[config.mk]
export PLATFORM = sky130hd
export DESIGN_NAME = pipe_hazard_ctrl
export DESIGN_NICKNAME = d
export VERILOG_FILES = /design/src/rtl/pipe_ctrl_pkg.sv /design/src/rtl/fwd_unit.sv /design/src/rtl/pipe_hazard_ctrl.sv
export SDC_FILE = /design/constraint.sdc
export NUM_CORES = 1
export LEC_CHECK = 0
export BUFFER_PORTS_ARGS = -buffer_cell sky130_fd_sc_hd__buf_2
export CORE_AREA = 3 3 86 96
export CTS_BUF_LIST = sky130_fd_sc_hd__clkbuf_2
export CTS_CLUSTER_SIZE = 10
export DETAILED_ROUTE_END_ITERATION = 10
export DIE_AREA = 0 0 89 99
export PLACE_DENSITY_LB_ADDON = 0.12
export SYNTH_ARGS = -nofsm -noshare
export SYNTH_HDL_FRONTEND = slang
export SYNTH_SLANG_ARGS = --single-unit
[constraint.sdc]
create_clock -name clk -period 2.8 [get_ports clk]
set_input_delay 0.42 -clock clk [delete_from_list [all_inputs] [get_ports clk]]
set_output_delay 0.42 -clock clk [all_outputs]
set_load 0.02 [all_outputs]
[src/rtl/pipe_ctrl_pkg.sv]
// Shared types and the forwarding compare used by the pipeline controller.
package pipe_ctrl_pkg;

    localparam int unsigned REG_W = 5;
    localparam int unsigned FWD_W = 2;

    typedef enum logic [0:0] {
        RUN      = 1'b0,
        MEM_WAIT = 1'b1
    } ctrl_state_t;

    typedef enum logic [FWD_W-1:0] {
        FWD_RF  = 2'b00,
        FWD_WB  = 2'b01,
        FWD_MEM = 2'b10
    } fwd_sel_t;

    // Operand source for one EX source register; MEM result is newer than WB.
    function automatic fwd_sel_t fwd_select(
        input logic [REG_W-1:0] rs,
        input logic [REG_W-1:0] rd_m,
        input logic             we_m,
        input logic [REG_W-1:0] rd_w,
        input logic             we_w
    );
        fwd_sel_t sel;
        sel = FWD_RF;
        if (we_m && (rd_m != '0) && (rd_m == rs)) begin
            sel = FWD_MEM;
        end else if (we_w && (rd_w != '0) && (rd_w == rs)) begin
            sel = FWD_WB;
        end
        return sel;
    endfunction

endpackage

[src/rtl/fwd_unit.sv]
// EX-stage operand forwarding compare for both source operands.
module fwd_unit
    import pipe_ctrl_pkg::*;
(
    input  logic [4:0] rs1_E,
    input  logic [4:0] rs2_E,
    input  logic [4:0] rd_M,
    input  logic       regwrite_M,
    input  logic [4:0] rd_W,
    input  logic       regwrite_W,
    output logic [1:0] fwd_a,
    output logic [1:0] fwd_b
);

    fwd_sel_t w_sel_a;
    fwd_sel_t w_sel_b;

    // One compare per operand, same priority rules.
    assign w_sel_a = fwd_select(rs1_E, rd_M, regwrite_M, rd_W, regwrite_W);
    assign w_sel_b = fwd_select(rs2_E, rd_M, regwrite_M, rd_W, regwrite_W);

    assign fwd_a = w_sel_a;
    assign fwd_b = w_sel_b;

endmodule

[src/rtl/pipe_hazard_ctrl.sv]
// Pipeline hazard controller: load-use stall, branch flush, forwarding
// select and data-memory handshake sequencing with timeout.
module pipe_hazard_ctrl
    import pipe_ctrl_pkg::*;
#(
    parameter int unsigned MEM_TIMEOUT = 16,
    parameter int unsigned CNT_W       = 32
) (
    input  logic             clk,
    input  logic             rst,
    input  logic [4:0]       rs1_D,
    input  logic [4:0]       rs2_D,
    input  logic [4:0]       rs1_E,
    input  logic [4:0]       rs2_E,
    input  logic [4:0]       rd_E,
    input  logic             memread_E,
    input  logic             pcsrc_E,
    input  logic [4:0]       rd_M,
    input  logic             regwrite_M,
    input  logic             memread_M,
    input  logic             memwrite_M,
    input  logic [4:0]       rd_W,
    input  logic             regwrite_W,
    input  logic             dmem_ready,
    output logic             pc_en,
    output logic             en_FD,
    output logic             en_DE,
    output logic             en_EM,
    output logic             en_MW,
    output logic             flush_FD,
    output logic             flush_DE,
    output logic [1:0]       fwd_a,
    output logic [1:0]       fwd_b,
    output logic             dmem_req,
    output logic             mem_err,
    output logic [CNT_W-1:0] stall_cnt,
    output logic [CNT_W-1:0] flush_cnt
);

    localparam int unsigned WAIT_W = $clog2(MEM_TIMEOUT + 1);

    ctrl_state_t       r_state;
    logic [WAIT_W-1:0] r_wait_cnt;

    logic       w_mem_acc;
    logic       w_wait_done;
    logic       w_release;
    logic       w_freeze;
    logic       w_load_use;
    logic       w_branch;
    logic [1:0] w_fwd_a;
    logic [1:0] w_fwd_b;

    fwd_unit u_fwd (
        .rs1_E      (rs1_E),
        .rs2_E      (rs2_E),
        .rd_M       (rd_M),
        .regwrite_M (regwrite_M),
        .rd_W       (rd_W),
        .regwrite_W (regwrite_W),
        .fwd_a      (w_fwd_a),
        .fwd_b      (w_fwd_b)
    );

    assign w_mem_acc   = memread_M | memwrite_M;
    assign w_wait_done = (r_wait_cnt == WAIT_W'(MEM_TIMEOUT));
    assign w_release   = (r_state == MEM_WAIT) && (dmem_ready || w_wait_done);
    assign w_load_use  = memread_E && (rd_E != 5'd0) &&
                         ((rd_E == rs1_D) || (rd_E == rs2_D));

    // Forwarding is independent of stalls but forced to register file in reset.
    assign fwd_a = rst ? 2'b00 : w_fwd_a;
    assign fwd_b = rst ? 2'b00 : w_fwd_b;

    // Enables, flushes and memory request; a pending access freezes everything.
    always_comb begin
        pc_en    = 1'b0;
        en_FD    = 1'b0;
        en_DE    = 1'b0;
        en_EM    = 1'b0;
        en_MW    = 1'b0;
        flush_FD = 1'b0;
        flush_DE = 1'b0;
        dmem_req = 1'b0;
        w_freeze = 1'b0;
        w_branch = 1'b0;
        if (!rst) begin
            if (r_state == RUN) begin
                dmem_req = w_mem_acc;
                w_freeze = w_mem_acc & ~dmem_ready;
            end else begin
                dmem_req = 1'b1;
                w_freeze = ~w_release;
            end
            if (!w_freeze) begin
                en_DE = 1'b1;
                en_EM = 1'b1;
                en_MW = 1'b1;
                if (pcsrc_E) begin
                    pc_en    = 1'b1;
                    en_FD    = 1'b1;
                    flush_FD = 1'b1;
                    flush_DE = 1'b1;
                    w_branch = 1'b1;
                end else if (w_load_use) begin
                    flush_DE = 1'b1;
                end else begin
                    pc_en = 1'b1;
                    en_FD = 1'b1;
                end
            end
        end
    end

    // Handshake state, wait/timeout tracking, sticky error and perf counters.
    always_ff @(posedge clk) begin
        if (rst) begin
            r_state    <= RUN;
            r_wait_cnt <= '0;
            mem_err    <= 1'b0;
            stall_cnt  <= '0;
            flush_cnt  <= '0;
        end else begin
            if (r_state == RUN) begin
                if (w_mem_acc && !dmem_ready) begin
                    r_state    <= MEM_WAIT;
                    r_wait_cnt <= WAIT_W'(1);
                end
            end else begin
                if (w_release) begin
                    r_state    <= RUN;
                    r_wait_cnt <= '0;
                    if (!dmem_ready) begin
                        mem_err <= 1'b1;
                    end
                end else begin
                    r_wait_cnt <= r_wait_cnt + WAIT_W'(1);
                end
            end
            if (!pc_en) begin
                stall_cnt <= stall_cnt + CNT_W'(1);
            end
            if (w_branch) begin
                flush_cnt <= flush_cnt + CNT_W'(1);
            end
        end
    end

endmodule

-- Word-level counts from Yosys, hierarchy flattened
Cells that the tools add are included.
- add/subtract/negate cells: 3
- equality and inequality tests: 7
- mux-type cells: 29
- reductions and logical operators: 18
- bitwise gates (word level): 4
- operators by type and width (cell ; number):
    $add A32 B1 Y32 const B ; 2
    $eq A5 B5 Y1 ; 6
    $mux W1 ; 22
    $mux W5 ; 3
    $reduce_bool A5 Y1 ; 3
    $logic_and A1 B1 Y1 ; 10
    $mux W2 ; 4
    $add A5 B1 Y5 const B ; 1
    $eq A5 B5 Y1 const B ; 1
    $reduce_and A3 Y1 ; 1
    $logic_or A1 B1 Y1 ; 2
    $not A1 Y1 ; 2
    $reduce_bool A2 Y1 ; 1
    $and A1 B1 Y1 ; 1
    $logic_not A1 Y1 ; 1
    $or A1 B1 Y1 ; 1
- input bits: 44
- bits in registers: 71

-- Depth between registers and ports, before layout
Gate-level depths: netlist of run 1.
- depth after elaboration: 8
- mapped depth: 10

-- Cells and area by module
A second synthesis of run 1 with hierarchy kept.
- cells, all modules: 469
- area, all modules: 3907.5 µm²
- modules (own cells, without submodules) (module ; seq. area each (µm²) ; area an instance (µm²) ; instances ; cells an instance):
    pipe_hazard_ctrl ; 1421.4 ; 3649.8 ; 1 ; 435
    fwd_unit ; 0.0 ; 257.7 ; 1 ; 34

-- Worst setup path before layout of run 1
No wires, ideal clock.
- kind: register -> output
- start point: register r_wait_cnt[0]
- end point: output pc_en
- buffers on the path: 3
- stages on the path, launching flop included: 10
- setup slack: 295 ps
- data arrival time: 2085 ps
- path through: dfxtp_1 -> inv_1 -> ha_1 -> and4bb_1 -> o21ai_2 -> a21oi_2 -> o31a_1 -> buf_2 -> buf_4 -> buf_4
- cells in the longest elaborated chain, start to end: 8
- RTL lines (item ; line ; source):
    from (decl) ; pipe_hazard_ctrl.sv:43 ; logic [WAIT_W-1:0] r_wait_cnt;
    from (signal assigned) ; pipe_hazard_ctrl.sv:137 ; r_wait_cnt <= r_wait_cnt + WAIT_W'(1);
    $eq A5 B5 Y1 ; pipe_hazard_ctrl.sv:66 ; assign w_wait_done = (r_wait_cnt == WAIT_W'(MEM_TIMEOUT));
    $logic_or A1 B1 Y1 ; pipe_hazard_ctrl.sv:67 ; assign w_release = (r_state == MEM_WAIT) && (dmem_ready || w_wait_done);
    $logic_and A1 B1 Y1 ; pipe_hazard_ctrl.sv:67 ;
    $not A1 Y1 ; pipe_hazard_ctrl.sv:93 ; w_freeze = ~w_release;
    $mux W1 ; pipe_hazard_ctrl.sv:88 ; if (r_state == RUN) begin
    $mux W1 ; pipe_hazard_ctrl.sv:87 ; if (!rst) begin
    $mux W1 (2 in a row) ; - ;
    to (decl) ; pipe_hazard_ctrl.sv:25 ; output logic pc_en,
No other way between the ends. The select of a mux whose other input is x is not followed.

-- Worst setup path in the final report of run 1
- start point: register r_wait_cnt[0]
- end point: output flush_DE
- cells in the longest elaborated chain, start to end: 8
- RTL lines (item ; line ; source):
    $eq A5 B5 Y1 ; pipe_hazard_ctrl.sv:66 ;
    $logic_or A1 B1 Y1 ; pipe_hazard_ctrl.sv:67 ;
    $logic_and A1 B1 Y1 ; pipe_hazard_ctrl.sv:67 ;
    $not A1 Y1 ; pipe_hazard_ctrl.sv:93 ;
    $mux W1 ; pipe_hazard_ctrl.sv:88 ;
    $mux W1 ; pipe_hazard_ctrl.sv:87 ;
    $mux W1 ; pipe_hazard_ctrl.sv:95 ; if (!w_freeze) begin
    $mux W1 ; pipe_hazard_ctrl.sv:87 ;
    to (decl) ; pipe_hazard_ctrl.sv:31 ; output logic flush_DE,
No other way between the ends. The select of a mux whose other input is x is not followed.

==> summary.md, run 1 <==
| Metric | Value |
|---|---|
| Synth Warn # | 0 |
| Worst Hold Class | in -> reg |
| Die Span X | slightly below 90 um |
| Grt total ovfl | 0 |
| DRC viols | 0 |
| Clk pwr share | between 30% and 40% |
| Sequential-to-total area share from yosys stat | a little under two fifths |
| CTS Hold Buffers Added | 0 |
| Number of flops mapped to enable cells by yosys | 0 |
| Slew Limit Fails | 0 |
| Crit-path max cell delay | between 0.3 and 0.4 ns |
| Die footprint | ~0.0088 mm^2 |
| Leakage power | approximately 1.9 nW |
| Cell Count Post-Placement | roughly 660 |
| Clk_skew | approximately 0.031 ns |
| Sequential share of power | between 50% and 60% |
| Cell variety after synth | 49 |
| Worst slew pin tran | 0.548 ns |
| Pwr dens | between 400 and 500 mW/mm^2 |
| Initial antenna violation count | 0 |
| CP endpoint kind | output port |
| Max Clock Freq | roughly 380 MHz |
| Vias | around 3.8k |
| Post-synth top area share | a little under two fifths |
| Pint | ~1.4 mW |
| Main flop type after synthesis | dfxtp_1 |
| Clk buf depth | 2 |
| Post-DP HPWL | around 7 mm |
| CTS clock-pin slew for the worst setup and hold paths | around 0.19 ns |
| CP Data Required Time | about 2.4 ns |
| Overall Global Routing Usage | about 22% |
| Switching power | roughly 0.53 mW |
| I/O Buffers | 120 |
| Final setup TNS | 0 ns |
| Status | finished, final reports clean |
| Mapped cell area | just under 0.004 mm^2 |
| Switching share of total power | 27.5% |
| Mean Syn Cell Area | roughly 8 um^2 |
| Ports | about 120 |
| Critical setup path kind | reg -> out |
| Number of setup buffers added after CTS | 0 |
| Final hold vios | 0 |
| Total routed wirelength | between 9 and 10 mm |
| Root buffer cell | clkbuf_2 |
| CP startpoint kind | flop |
| H-tree depth | 3 |
| Final Cycle Share | 93.4% |
| Cts repair resizes | 1 |
| Routed Antenna Nets | 0 |
| Maximum vdd ir drop | between 200 and 250 uV |
| Clock Sinks | 71 |
| Count leader, synth | dfxtp_1 |
| Critical Path AT | about 2.2 ns |
| Cell Rows | 33 |
| First-pass GRT wire length | roughly 16 mm |
| Final std cells w/o fill | approximately 680 |
| Async S/R FF share, synth | 0% |
| Minimum clock period | between 2 and 3 ns |
| 1st-iter DRT viols | roughly 130 |
| Global placer's final weighted congestion | 0.806 |
| Vias in the first global route | about 3.5k |
| Final core utilization | between 60% and 70% |
| CTS tree | yes |
| #FFs+latches synth | just over 70 |
| Post-synth top area cell | dfxtp_1 |
| Syn-to-layout area delta | 20.9% |
| Mapped Cells | between 400 and 500 |
| RSZ-0062 raised after global routing | no |
| DRT Pass-1 Iters | 5 |
| Max-cap viol count | 0 |
| Largest net degree at the start of global routing | just under 50 |
| Worst-path fanout max | 10 |
| Ant diodes | 0 |
| Pwr Total | 1.94 mW |
| Core Area | about 0.0074 mm^2 |
| Die height | 99 um |
| Starting Density | approximately half |
| Critical path cell sequence | inv_1, ha_1, and4bb_1, o21ai_2, a21oi_2, buf_4, o21a_1, buf_2 |
| Vias per cell | roughly 5.6 |
| Combinational Power Share | approximately an eighth |
| Top area cells in the synthesized netlist | dfxtp_1 37%, xor2_1 7.8%, xnor2_1 5.2%, a21oi_1 5.0%, nor2_1 4.6% |
| Wirelength per Cell | between 10 and 15 um |
| Cts bufs inserted | 9 |
| Fraction of layout cells with a size suffix above 1 | between 20% and 30% |
| Worst skew pair latency | 0.52 ns |
| Nets | ~630 |
| Slowest CP cell | dfxtp_1 |
| Post-Syn Nets | roughly 500 |
| Commonest cells in the netlist | 71 x dfxtp_1, 47 x nor2_1, 38 x a21oi_1 |
| Slew HR | 63.2% |
| Final setup viols | 0 |
==> registers in the layout, summed over array words and instances, names as in the netlist <==
signal	flops
mem_err	1
stall_cnt	32
flush_cnt	32
r_state	1
r_wait_cnt	5
==> cell families (layout without fill, tap and decap cells) <==
logic type	after synthesis	after routing	synth area share, %
fa+ha+maj	4	4	1.30
simple gates	206	206	29.2
mux	3	3	0.847
buf+inv	33	156	4.23
compound gates	92	92	14.4
xor+xnor	57	57	13.0
flops	71	71	37.0
==> per-layer routing <==
layer | GRT usage (%) | part of all wire, % | routed length [um] | vias to the layer above
met5 | 0 | 0 | 0 | -
met4 | 6.30 | 0.88 | 84 | 0
met3 | 5.27 | 5.8 | 553 | 7
met2 | 37.5 | 51 | 4830 | 98
met1 | 27.1 | 43 | 4050 | 1764
li1 | - | - | - | 1921
==> power groups by stage <==
stage	combinational, mW	sequential, mW	clock (mW)
final	0.240	1.04	0.662
after global routing	0.267	1.04	0.722
after CTS	0.240	1.04	0.683
after detailed placement	0.239	1.06	0
after global placement	0.234	1.06	0
after floorplan	0.142	1.07	0
==> final cells by class <==
| type | instances | area (um^2) |
|---|---|---|
| inverter | 11 | 41.3 |
| fill | 708 | 2750 |
| tap | 87 | 109 |
| clock inverter | 6 | 86.3 |
| sequential | 71 | 1420 |
| timing repair buffer | 130 | 676 |
| clock buffer | 9 | 45.0 |
| multi-input combinational | 362 | 2270 |
==> worst max-delay path, delay by kind of cell (launching register included) <==
family	cells	cell delay [ns]
flip-flops	1	0.38
AO/OA/AOI/OAI	3	0.46
buffers and inverters	3	0.46
AND/OR/NAND/NOR	1	0.26
adder cells (fa/ha/maj)	1	0.13
==> stage by stage <==
stage | setup slack (ns) | hold WS, ns | area [um^2]
2_1_floorplan | 0.295 | 0.454 | 3840
3_3_place_gp | 0.251 | 0.452 | 4500
3_5_place_dp | 0.214 | 0.462 | 4500
4_1_cts | 0.0911 | 0.225 | 4640
5_1_grt | 0.0596 | 0.241 | 4640
6_report | 0.184 | 0.258 | 4640
==> final timing paths <==
check | startpoint | endpoint | slack, ns | cells past startpoint
worst max-delay path | r_wait_cnt[0] | flush_DE | 0.18 | 8
worst min-delay path | dmem_ready | mem_err | 0.26 | 4
worst max register to register | r_wait_cnt[0] | stall_cnt[29] | 0.46 | 8
worst min register to register | stall_cnt[31] | stall_cnt[31] | 0.49 | 2
==> cells in the final DEF, fill, tap and decap left out, types with 19 or more instances in the layout <==
cell type    n
dfxtp_1     71
nand3_1     19
a21oi_1     38
nor2_1      47
nand4_1     20
buf_2      120
o21ai_0     21
nand2_1     33
xnor2_1     23
xor2_1      34
or3_1       22
(Power assumes the default switching activity.)
==> inputs of run 2 (changes only) <==
--- a/config.mk
+++ b/config.mk
@@ -6,11 +6,11 @@
 export NUM_CORES = 1
 export LEC_CHECK = 0
 export BUFFER_PORTS_ARGS = -buffer_cell sky130_fd_sc_hd__buf_2
-export CORE_AREA = 3 3 86 96
+export CORE_AREA = 2 2 85 95
 export CTS_BUF_LIST = sky130_fd_sc_hd__clkbuf_2
 export CTS_CLUSTER_SIZE = 10
 export DETAILED_ROUTE_END_ITERATION = 10
-export DIE_AREA = 0 0 89 99
+export DIE_AREA = 0 0 87 97
 export PLACE_DENSITY_LB_ADDON = 0.12
 export SYNTH_ARGS = -nofsm -noshare
 export SYNTH_HDL_FRONTEND = slang
==> run 2 against run 1 <==
  * Fmax shrank 1.5%
  * Wire length up 0.11%
  * Worst hold slack got worse by 0.0064 ns
  * Clock skew decreased by 0.0027 ns
  * Cell count unchanged
  * Setup slack worse by 0.041 ns
  * Non-clock buffer count down 1
  * Register-to-register slack got worse by 0.02 ns
  * First-iteration DRC count is 1.6% higher
  * Critical path type unchanged
  * Largest power group unchanged
==> summary.md, run 2 (synthesis gave the netlist of run 1 again) <==
| Metric | Value |
|---|---|
| Worst-path fanout max | 12 (was 10) |
| Final setup viols | 0 (unchanged) |
| Final setup TNS | 0 ns (unchanged) |
| Max Clock Freq | 376 MHz (was 382 MHz) |
| Overall Global Routing Usage | 22.5% (was 22.0%) |
| Cell Count Post-Placement | 660 (was 661) |
| Clk buf depth | 2 (unchanged) |
| Worst setup endpoint | pc_en (was flush_DE) |
| Final worst setup slack | 0.143 ns (was 0.184 ns) |
| Worst R2R Start | r_wait_cnt[0] (unchanged) |
| Die footprint | 0.00844 mm^2 (was 0.00881 mm^2) |
| Slew Limit Fails | 0 (unchanged) |
| Wirelength per Cell | 14.1 um (about the same) |
| Number of setup buffers added after CTS | 0 (unchanged) |
| DRC viols | 0 (unchanged) |
| Cts bufs inserted | 9 (unchanged) |
| Final std cells w/o fill | 676 (unchanged) |
| Cell Rows | 33 (unchanged) |
| CP startpoint kind | flop (unchanged) |
| CP Data Required Time | 2.38 ns (about the same) |
| Fraction of layout cells with a size suffix above 1 | 26.5% (was 26.3%) |
| Initial antenna violation count | 0 (unchanged) |
| Root buffer cell | clkbuf_2 (unchanged) |
| RSZ-0062 raised after global routing | no (unchanged) |
| Total routed wirelength | 9.53 mm (was 9.52 mm) |
| 1st-iter DRT viols | 127 (was 125) |
| CP endpoint kind | output port (unchanged) |
| First-pass GRT wire length | 15.7 mm (about the same) |
| Nets | 632 (was 633) |
| Post-DP HPWL | 6.89 mm (was 6.99 mm) |
| Worst reg-to-reg path cell count | 8 (unchanged) |
| Cts repair resizes | 1 (unchanged) |
| Post-Place Worst Slack | 0.274 ns (was 0.214 ns) |
| Maximum vdd ir drop | 232 uV (was 247 uV) |
| Leakage power | 1.89 nW (was 1.90 nW) |
| Ports | 121 (unchanged) |
| Pwr dens | 430 mW/mm^2 (was 418 mW/mm^2) |
| Ant diodes | 0 (unchanged) |
| Highest-count cells in the layout ignoring fill and taps | 120 x buf_2, 71 x dfxtp_1, 47 x nor2_1 (unchanged) |
| Core Area | 0.00739 mm^2 (unchanged) |
| Fin Hold WS | 0.251 ns (was 0.258 ns) |
| H-tree depth | 3 (unchanged) |
| Vias in the first global route | 3533 (was 3473) |
| Minimum clock period | 2.66 ns (was 2.62 ns) |
| Starting Density | 52.0% (unchanged) |
| Pwr Total | 2.00 mW (was 1.94 mW) |
| Internal reg-to-reg setup slack | 0.44 ns (was 0.46 ns) |
| Crit. Startpoint | r_wait_cnt[0] (unchanged) |
| Die Span X | 87 um (was 89 um) |
| Reg-to-reg endpoint | stall_cnt[29] (unchanged) |
| Critical setup path kind | reg -> out (unchanged) |
| Global placer's final weighted congestion | 0.876 (was 0.806) |
| CTS tree | yes (unchanged) |
| Largest net degree at the start of global routing | 76 (was 49) |
| Grt total ovfl | 0 (unchanged) |
| Clock Sinks | 71 (unchanged) |
| CTS Hold Buffers Added | 0 (unchanged) |
| Max-cap viol count | 0 (unchanged) |
| Final Cycle Share | 94.9% (was 93.4%) |
| Vias | 3828 (was 3790) |
| Most common cell after layout, fill and taps aside | buf_2 (unchanged) |
| DRT Pass-1 Iters | 5 (unchanged) |
| Syn-to-layout area delta | 21.0% (was 20.9%) |
| Final hold vios | 0 (unchanged) |
| Critical Path AT | 2.24 ns (was 2.20 ns) |
| Vias per cell | 5.66 (was 5.61) |
| Status | finished, final reports clean (unchanged) |
| Worst skew pair latency | 0.52 ns (about the same) |
| Biggest registers after layout | flush_cnt: 32 flops, stall_cnt: 32 flops, r_wait_cnt: 5 flops (unchanged) |
| Worst Hold Class | in -> reg (unchanged) |
| Die height | 97 um (was 99 um) |
| Clk_skew | 0.0279 ns (was 0.0306 ns) |
| I/O Buffers | 120 (unchanged) |
| CTS clock-pin slew for the worst setup and hold paths | 0.22 ns (was 0.19 ns) |
| Routed Antenna Nets | 0 (unchanged) |
| Slew HR | 48.9% (was 63.2%) |
| Worst slew pin tran | 0.767 ns (was 0.548 ns) |
## run 2: per-layer routing
metal / vias to the layer above / GRT usage (%) / part of all wire, %
met3: 11 / 3.41 / 3.9
met4: 0 / 8.05 / 1.4
met1: 1816 / 27.6 / 43
met5: - / 0 / 0
met2: 79 / 39.2 / 51
li1: 1922 / - / -
## run 2: critical path, stage by stage (launching register included)
cell	delay [ns]
dfxtp_1	0.40
inv_1	0.07
ha_1	0.13
and4bb_1	0.29
o21ai_2	0.09
a21oi_2	0.21
o31a_2	0.33
buf_2	0.22
## run 2: worst min-delay path by stage
stage / from / endpoint / slack, ns / cells past startpoint
3_3_place_gp: mem_err / mem_err / 0.45 / 2
5_1_grt: dmem_ready / mem_err / 0.23 / 4
3_5_place_dp: mem_err / mem_err / 0.47 / 2
4_1_cts: dmem_ready / mem_err / 0.23 / 4
2_1_floorplan: r_wait_cnt[4] / r_wait_cnt[4] / 0.45 / 2
6_report: dmem_ready / mem_err / 0.25 / 4
## run 2: final cells by class
| class | instances | area, um^2 |
|---|---|---|
| clock buffers | 9 | 45.0 |
| fillers | 687 | 2740 |
| clock inverters | 7 | 105 |
| flip-flops and latches | 71 | 1420 |
| multi-input cells | 362 | 2260 |
| well taps | 87 | 109 |
| repair buffers | 129 | 668 |
| inverters | 11 | 41.3 |
## run 2: stage by stage
| step | instance area, um^2 | util [%] |
|---|---|---|
| finish | 4650 | 62.9 |
| global route | 4650 | 62.9 |
| CTS | 4650 | 62.9 |
| detailed placement | 4500 | 60.8 |
| global placement | 4500 | 60.8 |
| floorplan | 3840 | - |
## run 2: power by group
part / total, mW / leakage (nW) / internal (mW) / switching (mW)
registers: 1.04 / 0.573 / 1.02 / 0.0157
logic: 0.238 / 1.23 / 0.0916 / 0.146
clock network: 0.719 / 0.0846 / 0.308 / 0.411
